File: src/rtl/oscillo_readout.sv
// oscillo_readout: streams a finished capture out of the circular RAM, oldest pre-trigger sample first.
// Define OSCILLO_READOUT_HEADER_EN to prefix each readout with 0xA5 and the top byte of the base address.
module oscillo_readout #(
    parameter int ram_width  = 10,
    parameter int RAM_LAT    = 2,
    parameter int FIFO_DEPTH = 4
) (
    input  logic                 clk,
    input  logic                 rstn,
    input  logic                 start,
    input  logic                 auto_rearm,
    input  logic                 data_ready,
    input  logic [ram_width-1:0] wraddress_triggerpoint,
    input  logic [ram_width-1:0] triggerpoint,
    input  logic [ram_width:0]   readout_len,
    output logic                 rden,
    output logic [ram_width-1:0] rdaddress,
    input  logic [7:0]           ram_q,
    output logic [7:0]           tx_data,
    output logic                 tx_valid,
    input  logic                 tx_ready,
    output logic                 startTrigger,
    output logic                 busy,
    output logic                 done
);
    localparam int PW = $clog2(FIFO_DEPTH);
    localparam int CW = $clog2(FIFO_DEPTH + 1);
    localparam logic [CW:0] DEPTH_W = (CW + 1)'(FIFO_DEPTH);

    typedef enum logic [2:0] {IDLE, WAIT, READ, DRAIN, DONE} state_t;

    state_t               state_q, state_d;
    logic [ram_width-1:0] addr_q, addr_d, base;
    logic [ram_width:0]   rem_q, rem_d;
    logic [CW-1:0]        infl_q, infl_d, cnt_q, cnt_d;
    logic [RAM_LAT-1:0]   sr_q, sr_d;
    logic [PW-1:0]        wp_q, wp_d, rp_q, rp_d;
    logic [7:0]           fifo_q [FIFO_DEPTH];
    logic [7:0]           fifo_d [FIFO_DEPTH];
    logic                 space, ret, pop, wr, hold, enter;
    logic [7:0]           wdata;

    assign base         = wraddress_triggerpoint - triggerpoint;
    assign enter        = state_q == WAIT && data_ready;
    assign ret          = sr_q[RAM_LAT-1];
    // Reserve a FIFO slot for every outstanding read so returns can never overflow it
    assign space        = ({1'b0, cnt_q} + {1'b0, infl_q}) < DEPTH_W;
    assign rden         = state_q == READ && rem_q != '0 && space && !hold;
    assign rdaddress    = rden ? addr_q : '0;
    assign tx_valid     = cnt_q != '0;
    assign tx_data      = tx_valid ? fifo_q[rp_q] : 8'h00;
    assign pop          = tx_valid && tx_ready;
    assign busy         = state_q != IDLE;
    assign done         = state_q == DONE;
    assign startTrigger = done && auto_rearm;

`ifdef OSCILLO_READOUT_HEADER_EN
    logic [1:0] hdr_q, hdr_d;
    logic [7:0] hdr_byte_q, hdr_byte_d;

    assign hold  = hdr_q != 2'd0;
    assign wr    = ret || hold;
    assign wdata = ret ? ram_q : (hdr_q == 2'd2 ? 8'hA5 : hdr_byte_q);

    always_comb begin
        hdr_d      = enter ? 2'd2 : (hold ? hdr_q - 2'd1 : hdr_q);
        hdr_byte_d = enter ? base[ram_width-1 -: 8] : hdr_byte_q;
    end

    always_ff @(posedge clk or negedge rstn) begin
        if (!rstn) begin
            hdr_q      <= 2'd0;
            hdr_byte_q <= 8'h00;
        end else begin
            hdr_q      <= hdr_d;
            hdr_byte_q <= hdr_byte_d;
        end
    end
`else
    assign hold  = 1'b0;
    assign wr    = ret;
    assign wdata = ram_q;
`endif

    always_comb begin
        state_d = state_q;
        addr_d  = rden ? addr_q + ram_width'(1) : addr_q;
        rem_d   = rden ? rem_q - (ram_width + 1)'(1) : rem_q;
        infl_d  = infl_q + CW'(rden) - CW'(ret);
        sr_d    = RAM_LAT'({sr_q, rden});
        cnt_d   = cnt_q + CW'(wr) - CW'(pop);
        wp_d    = wr ? wp_q + PW'(1) : wp_q;
        rp_d    = pop ? rp_q + PW'(1) : rp_q;
        fifo_d  = fifo_q;
        if (wr) fifo_d[wp_q] = wdata;
        case (state_q)
            IDLE:    if (start) state_d = WAIT;
            WAIT:    if (data_ready) begin
                state_d = READ;
                addr_d  = base;
                rem_d   = readout_len == '0 ? {1'b1, {ram_width{1'b0}}} : readout_len;
            end
            READ:    if (rem_q == '0) state_d = DRAIN;
            DRAIN:   if (infl_q == '0 && cnt_q == '0) state_d = DONE;
            DONE:    state_d = IDLE;
            default: state_d = IDLE;
        endcase
    end

    always_ff @(posedge clk or negedge rstn) begin
        if (!rstn) begin
            state_q <= IDLE;
            addr_q  <= '0;
            rem_q   <= '0;
            infl_q  <= '0;
            sr_q    <= '0;
            cnt_q   <= '0;
            wp_q    <= '0;
            rp_q    <= '0;
            fifo_q  <= '{default: 8'h00};
        end else begin
            state_q <= state_d;
            addr_q  <= addr_d;
            rem_q   <= rem_d;
            infl_q  <= infl_d;
            sr_q    <= sr_d;
            cnt_q   <= cnt_d;
            wp_q    <= wp_d;
            rp_q    <= rp_d;
            fifo_q  <= fifo_d;
        end
    end
endmodule

File: config.mk
export PLATFORM = sky130hd
export DESIGN_NAME = oscillo_readout
export DESIGN_NICKNAME = d
export VERILOG_FILES = /design/src/rtl/oscillo_readout.sv
export SDC_FILE = /design/constraint.sdc
export NUM_CORES = 1
export LEC_CHECK = 0
export CAP_MARGIN = 25
export CELL_PAD_IN_SITES_DETAIL_PLACEMENT = 2
export CELL_PAD_IN_SITES_GLOBAL_PLACEMENT = 2
export CORE_UTILIZATION = 37
export CTS_BUF_LIST = sky130_fd_sc_hd__clkbuf_4 sky130_fd_sc_hd__clkbuf_8 sky130_fd_sc_hd__clkbuf_16
export CTS_CLUSTER_DIAMETER = 60
export DETAILED_ROUTE_END_ITERATION = 16
export PLACE_DENSITY = 0.9
export REMOVE_ABC_BUFFERS = 1
export SETUP_SLACK_MARGIN = 0.02
export SYNTH_ARGS = -nofsm -noshare
export SYNTH_HDL_FRONTEND = slang
export SYNTH_SLANG_ARGS = --single-unit
File: constraint.sdc
create_clock -name clk -period 5.5 [get_ports clk]
set_input_delay 0.55 -clock clk [delete_from_list [all_inputs] [get_ports clk]]
set_output_delay 0.55 -clock clk [all_outputs]
set_load 0.02 [all_outputs]
Word-level counts from Yosys, hierarchy flattened --
Cells that the tools add are included.
Word-level totals: memory bits (read-only) 0, memories 0, word-level logic and storage cells 71, input port bits 45, output and inout port bits 23, register bits after elaboration 68, memory bits (writable) 0, latch bits 0
Operators by class: multiplexer cells 20, equal/unequal tests 8, divide/modulo/power cells 0, $add $sub $neg 10, $mul 0, reductions and logical operators 15, shift operators 0, bitwise operators 2, order comparisons 4
Operators by type and width (count):
- $mux 11 | 4
- $mux 10 | 4
- $bwmux 32 | 1
- $mux 8 | 4
- $logic_not 11->1 | 2
- $bmux 8 s2 | 1
- $demux 8 s2 | 1
- $mux 3 | 4
- $pmux 3 s4 | 1
- $reduce_bool 11->1 | 1
- $sub 11x1->11 const B | 1
- $add 10x1->10 const B | 1
- $sub 10x10->10 | 1
- $logic_not 3->1 | 3
- $add 3x1->3 | 2
- $eq 3x2->1 const B | 2
- $ge 3x3->1 const B | 2
- $logic_and 1x1->1 | 6
- $ne 2x2->1 const B | 3
- $not 2->3 | 2
- $reduce_bool 3->1 | 2
- $sub 3x1->3 | 2
- $add 2x1->2 const B | 2
- $add 3x3->4 | 1
- 6 further kinds | 6

Logic depth before layout (Yosys ltp) --
Gate-level depths: netlist of the first run.
depth after elaboration 6, depth in mapped cells 9, depth with buffers taken out 8

Worst setup path before layout of the first run --
No wires, ideal clock.
path kind reg-to-output, from reg infl_q[2], to out rdaddress[0], path buffers 2, required time 4950 ps, cell stages (with the launch flop) 8, arrival time 2381 ps, slack 2569 ps, cells stage by stage dfrtp_1 ha_1 nor4_2 or3b_1 buf_6 nor2_2 clkbuf_1 ha_1
On the way: word-level cells in the longest chain between the ends 4
RTL lines:
- start: declaration | RTL line 35 | logic [CW-1:0] infl_q, infl_d, cnt_q, cnt_d;
- start signal: assignment | RTL line 125 | infl_q <= infl_d;
- $add 3x3->4 | RTL line 47 | assign space = ({1'b0, cnt_q} + {1'b0, infl_q}) < DEPTH_W;
- $lt 4x3->1 | RTL line 47
- $logic_and 1x1->1 | RTL line 48 | assign rden = state_q == READ && rem_q != '0 && space && !hold;
- named net rden | RTL line 16 | output logic rden,
- $mux 10 | RTL line 49 | assign rdaddress = rden ? addr_q : '0;
- end: declaration | RTL line 17 | output logic [ram_width-1:0] rdaddress,
The timed path passes the listed nets, and every way through them passes these cells.

Final worst setup path of the first run --
from reg infl_q[2], to out rdaddress[0]
On the way: word-level cells in the longest chain between the ends 4
RTL lines (RTL line):
- $add 3x3->4 | 47
- $lt 4x3->1 | 47
- $logic_and 1x1->1 | 48
- $mux 10 | 49
Every way passes these cells.

==> impl_metrics.yaml, run 1 <==
flow_run:
  max_cap_violations: 0
power_and_ir_drop:
  clockPowerShare: 0.160
  vdd_drop_max_mv: 0.250
  switchingPower_mw: 1.01
  p_seq_frac: 0.371
  p_int_mw: 1.66
  power.density_nw_per_um2: 534
  p_leak_nw: 2.06
  switching_share: 0.378
  comb_power_share: 0.469
  total_power_mw: 2.67
critical_path:
  cp_max_fo: 16
  path_common_cell: "ha_1"
  cpPeakStageDelay_ps: 710
  ff2ff_path_depth: 6
  r2r_end: "infl_q[1]"
  required_ps: 4950
  path_cells: "ha_1 -> nor4_2 -> or3b_1 -> nor2_2 -> ha_1 -> clkdlybuf4s50_1"
  r2r_slack_ps: 2250
  crit_type: "flip-flop to output pin"
  worst_ep_arrival_time_ps: 3640
  critPathCaptureType: "output pin"
  path_buf_inv: 1
  start_kind: "flip-flop"
  cpMaxStageDelayCell: "or3b_1"
  cp-startpoint: "infl_q[2]"
  cp_top_family: "simple AND/OR/NAND/NOR gates"
  r2r-start: "infl_q[2]"
synthesis:
  synth_top_area_share: 0.424
  postSynthCellCount: 361
  synth_warnings: 0
  netlist_area_sq_um: 4020
  async_flop_share: 1.00
  avgSynthCellArea_sq_um: 11.1
  ys_seq_area_frac: 0.424
  synth_area_leaders: "dfrtp_1 (42%), mux2_2 (9.3%), ha_1 (6.9%)"
  synth-edff-count: 0
  synth_ff_type: "dfrtp_1"
  ys_seq_elements: 68
  synth_top_area_cell: "dfrtp_1"
  yosysUniqueCellTypes: 52
finish:
  final_cell_mix: "dfrtp_1 (68), clkdlybuf4s50_1 (66), mux2_2 (33)"
  final_common_cell: "dfrtp_1"
  nFillCells: 1063
  antenna_cells: 0
  fin_nets: 499
  area_delta_synth_final_pct: 24.5
  drive_above_1_share: 0.157
  postLayoutCoreUtil: 0.480
min_path:
  hold_start: "sr_q[0]"
  min_path_cells: 0
  min_to: "sr_q[1]"
  hp-class: "flip-flop to flip-flop"
floorplanning:
  die-area_sq_um: 11300
  start_util: 0.385
  core_area_sq_um: 10400
  die_w_um: 106
  die_h_um: 106
  rows: 37
  ioPinCount: 68
global_route:
  grt_max_degree: 69
  grt_util_all_layers: 0.194
  grt_pass1_vias: 3400
  grt_pass1_wl_um: 16800
  gr-total-overflow: 0
  antenna_found_initial: 0
run_status:
  outcome: "finished clean"
cts:
  clkLatencyLatePin_ps: 350
  cts.sinks: 68
  postCtsSetupBuffers: 0
  ctsHoldBuffers: 0
  h-tree-depth: 3
  post_cts_resize_count: 0
  tritoncts: "done"
  root_buffer: "clkbuf_8"
  cts.clk_slew.worst_paths_ps: 70
  cts_buffers: 9
  clockBufferDepth: 2
placed_design:
  place_congestion: 0.812
  dpl_worst_slack_ps: 1630
  portBuffers: 67
  dpl.hpwl_um: 7390
sta:
  setup_tns_ps: 0
  hold_viol: 0
  slew_headroom: 0.409
  rsz0062_at_grt: "false"
  clock.fmax_mhz: 239
  fin_ws_ps: 1310
  finalWorstPathRequiredPeriod_ps: 4190
  finalClockSkew_ps: 11.6
  setup_viol: 0
  finalCritPeriodShare: 0.761
  tightest_slew_ps: 886
  slew_viol_final: 0
detailed_routing:
  routed_wl_um: 9920
  drt.antenna.violating_nets: 0
  drt_iter0_markers: 79
  drc: 0
  via_per_inst: 5.21
  via_count: 2967
  drt-pass1-iter-count: 4
  wl_per_cell_um: 17.4
-- synthesized netlist by cell type (8+ instances only) --
library cell,n
ha_1,22
o21ai_0,12
xnor2_1,22
mux2i_1,9
mux4_2,8
and2_1,21
mux2_2,33
nand2_1,30
dfrtp_1,68
inv_1,22
nor2_1,17
-- layer usage --
layer,global-route usage,share of wire,vias to the layer above,wire length [um]
li1,-,-,1393,-
met1,0.219,0.42,1506,4150
met2,0.366,0.54,58,5360
met3,0.0374,0.029,10,288
met4,0.0565,0.012,0,116
met5,0,0,-,0
-- cell type report --
class / instances / area [sq um] / share of cell area
Tap cell: 136 / 170 / 0.0340
Clock inverter: 2 / 35.0 / 0.00701
Inverter: 22 / 82.6 / 0.0165
Timing Repair Buffer: 69 / 681 / 0.136
Clock buffer: 13 / 160 / 0.0320
Sequential cell: 68 / 1700 / 0.340
Multi-Input combinational cell: 259 / 2170 / 0.434
-- metrics by stage --
step / cells / hold WS (ps) / area, sq um
after floorplan: 349 / 254 / 3950
after global placement: 554 / 333 / 4800
after detailed placement: 554 / 349 / 4800
after CTS: 569 / 366 / 5000
after global routing: 569 / 383 / 5000
final: 569 / 363 / 5000
-- power groups by stage --
| stage | Sequential (mW) | Combinational (mW) | Clock [mW] |
|---|---|---|---|
| 5_1_grt | 1.04 | 1.39 | 0.453 |
| 4_1_cts | 0.997 | 1.28 | 0.441 |
| 3_5_place_dp | 1.00 | 1.27 | 0 |
| 6_report | 0.992 | 1.25 | 0.426 |
| 3_3_place_gp | 0.972 | 1.19 | 0 |
| 2_1_floorplan | 0.917 | 0.865 | 0 |
-- worst max-delay path by stage --
stage / endpoint / slack (ps) / cells past startpoint
after global routing: rdaddress[0] / 1100 / 6
after floorplan: rdaddress[0] / 2460 / 5
after global placement: rdaddress[0] / 1780 / 6
after detailed placement: rdaddress[0] / 1630 / 6
after CTS: rdaddress[0] / 1240 / 6
final: rdaddress[0] / 1310 / 6
-- state kept, by name, indices dropped and copies added, names as in the netlist --
register  count
addr_q       10
cnt_q         3
fifo_q       32
infl_q        3
rem_q        11
rp_q          2
sr_q          2
state_q       3
wp_q          2
-- cell families after synthesis --
group / count (synthesis) / synth area share
xor gates and xnor gates: 28 / 0.0611
buffers and inverters: 34 / 0.0371
and+or+nand+nor: 119 / 0.178
AOI/OAI and AO/OA: 37 / 0.0567
muxes: 50 / 0.160
adders and majority gates: 25 / 0.0835
DFF: 68 / 0.424
Power figures use the tool's default switching activity.
==> inputs of run 2 (changes only) <==
--- a/config.mk
+++ b/config.mk
@@ -8,11 +8,11 @@
 export CAP_MARGIN = 25
 export CELL_PAD_IN_SITES_DETAIL_PLACEMENT = 2
 export CELL_PAD_IN_SITES_GLOBAL_PLACEMENT = 2
-export CORE_UTILIZATION = 37
+export CORE_UTILIZATION = 31
 export CTS_BUF_LIST = sky130_fd_sc_hd__clkbuf_4 sky130_fd_sc_hd__clkbuf_8 sky130_fd_sc_hd__clkbuf_16
 export CTS_CLUSTER_DIAMETER = 60
 export DETAILED_ROUTE_END_ITERATION = 16
-export PLACE_DENSITY = 0.9
+export PLACE_DENSITY = 0.81
 export REMOVE_ABC_BUFFERS = 1
 export SETUP_SLACK_MARGIN = 0.02
 export SYNTH_ARGS = -nofsm -noshare
==> constraint.sdc (replaced) <==
create_clock -name clk -period 3.83 [get_ports clk]
set_input_delay 0.383 -clock clk [delete_from_list [all_inputs] [get_ports clk]]
set_output_delay 0.383 -clock clk [all_outputs]
set_load 0.02 [all_outputs]
==> impl_metrics.yaml, run 2 (synthesized netlist as in run 1, its figures left out) <==
run_status:
  outcome: "finished clean"
power_and_ir_drop:
  p_int_mw: 2.77
  p_seq_frac: 0.334
  clockPowerShare: 0.238
  comb_power_share: 0.428
  p_leak_nw: 2.15
  switching_share: 0.358
  vdd_drop_max_mv: 0.296
  power.density_nw_per_um2: 820
  switchingPower_mw: 1.55
critical_path:
  cp-startpoint: "infl_q[2]"
  r2r_slack_ps: 980
  r2r_end: "infl_q[1]"
  cpMaxStageDelayCell: "clkdlybuf4s50_1"
  ff2ff_path_depth: 6
  cp_max_fo: 16
  critPathCapture: "rdaddress[1]"
  r2r-start: "infl_q[2]"
  required_ps: 3450
  path_cells: "ha_1 -> nor4_2 -> or3b_1 -> nor2_2 -> and2_1 -> clkdlybuf4s50_1"
  path_buf_inv: 1
  cp_top_family: "simple AND/OR/NAND/NOR gates"
  worst_ep_arrival_time_ps: 3230
  cpPeakStageDelay_ps: 640
  critPathCaptureType: "output pin"
  cp_num_cells: 6
  start_kind: "flip-flop"
  crit_type: "flip-flop to output pin"
floorplanning:
  die-area_sq_um: 13400
  start_util: 0.318
  ioPinCount: 68
  core_area_sq_um: 12600
  die_h_um: 116
  die_w_um: 116
  rows: 41
finish:
  antenna_cells: 0
  final_cell_mix: "dfrtp_1 (68), clkdlybuf4s50_1 (66), mux2_2 (33)"
  top_regs: "fifo_q (32), rem_q (11), addr_q (10)"
  largest-register: "fifo_q"
  drive_above_1_share: 0.164
  fin_nets: 503
  largest_register_ffs: 32
  area_delta_synth_final_pct: 31.1
  final_common_cell: "dfrtp_1"
  layoutNonFillerInstCount: 610
detailed_routing:
  drt.antenna.violating_nets: 0
  drc: 0
  drt-pass1-iter-count: 4
  via_per_inst: 4.88
  wl_per_cell_um: 17.9
  drt_iter0_markers: 75
  via_count: 2975
  routed_wl_um: 10900
cts:
  clkLatencyLatePin_ps: 340
  cts.sinks: 68
  tritoncts: "done"
  cts_buffers: 9
  root_buffer: "clkbuf_16"
  cts.clk_slew.worst_paths_ps: 50
  postCtsSetupBuffers: 0
  h-tree-depth: 3
  clockBufferDepth: 2
sta:
  slew_headroom: 0.478
  setup_tns_ps: 0
  rsz0062_at_grt: "false"
  slew_viol_final: 0
  finalCritPeriodShare: 0.944
  finalWorstPathRequiredPeriod_ps: 3620
  tightest_slew_ps: 779
  clock.fmax_mhz: 277
  hold_viol: 0
  setup_viol: 0
  finalClockSkew_ps: 5.65
global_route:
  antenna_found_initial: 0
  gr-total-overflow: 0
  grt_util_all_layers: 0.181
  grt_max_degree: 47
  grt_pass1_vias: 3442
  grt_pass1_wl_um: 17900
placed_design:
  portBuffers: 67
  dpl.hpwl_um: 7720
  place_congestion: 0.789
  dpl.cell_count: 592
flow_run:
  max_cap_violations: 0
min_path:
  min_path_cells: 0
  hp-class: "flip-flop to flip-flop"
==> run 2: changes by cell type in the layout (fill, tap and decap cells not counted), sizes merged <==
cell / before / now
buf: 3 / 6
bufinv: 1 / 4
clkbuf: 13 / 10
clkinvlp: 0 / 1
dlygate4sd3: 0 / 1
==> run 2: power groups by stage <==
stage	clock network, mW	logic [mW]	registers, mW
final	1.03	1.85	1.44
after global routing	1.08	2.03	1.50
after floorplan	0	1.24	1.32
after global placement	0	1.74	1.40
after detailed placement	0	1.84	1.44
after CTS	1.05	1.88	1.45
==> run 2: worst register-to-register path, cell delays in order (launching register included) <==
cell and delay (ps):
dfrtp_1 400, ha_1 320, nor4_2 290, or3b_1 410, nor2_2 580, ha_1 290
fa_1 420
==> run 2: worst min path at each step <==
stage | startpoint | to | slack (ps)
after CTS | rstn | fifo_q[15] | 270
after global routing | sr_q[0] | sr_q[1] | 370
after floorplan | rstn | addr_q[0] | 90
after detailed placement | sr_q[0] | sr_q[1] | 340
after global placement | sr_q[0] | sr_q[1] | 330
final | sr_q[0] | sr_q[1] | 350
==> run 2: layer usage <==
layer  vias to the layer above  part of all wire  global-route usage
met3                        12             0.025              0.0282
li1                       1411                 -                   -
met5                         -                 0                   0
met4                         0             0.017              0.0752
met2                        62              0.55               0.348
met1                      1490              0.41               0.195
==> run 2: repair_timing <==
| action | 4_1_cts | 5_1_grt |
|---|---|---|
| resized for setup | 0 | 0 |
| hold endpoints to repair | 0 | 3 |
| setup endpoints to repair | 0 | 0 |
| hold buffers | 0 | 1 |
==> run 2: through the flow <==
stage | power, mW | worst slack, ps | utilization | hold slack (ps) | area, sq um
global route | 4.61 | 99.8 | 0.417 | 367 | 5260
CTS | 4.39 | 189 | 0.415 | 268 | 5230
finish | 4.32 | 214 | 0.417 | 346 | 5260
global placement | 3.14 | 679 | 0.385 | 334 | 4860
detailed placement | 3.28 | 593 | 0.385 | 337 | 4860
floorplan | 2.56 | 923 | - | 87.4 | 3950
==> run 2: area by class of cell <==
class                   count  area (sq um)
inverters                  22          82.6
clock buffers              10           233
repair buffers             73           726
fillers                  1343          7360
multi-input cells         259          2170
clock inverters             6           136
flip-flops and latches     68          1700
well taps                 172           215
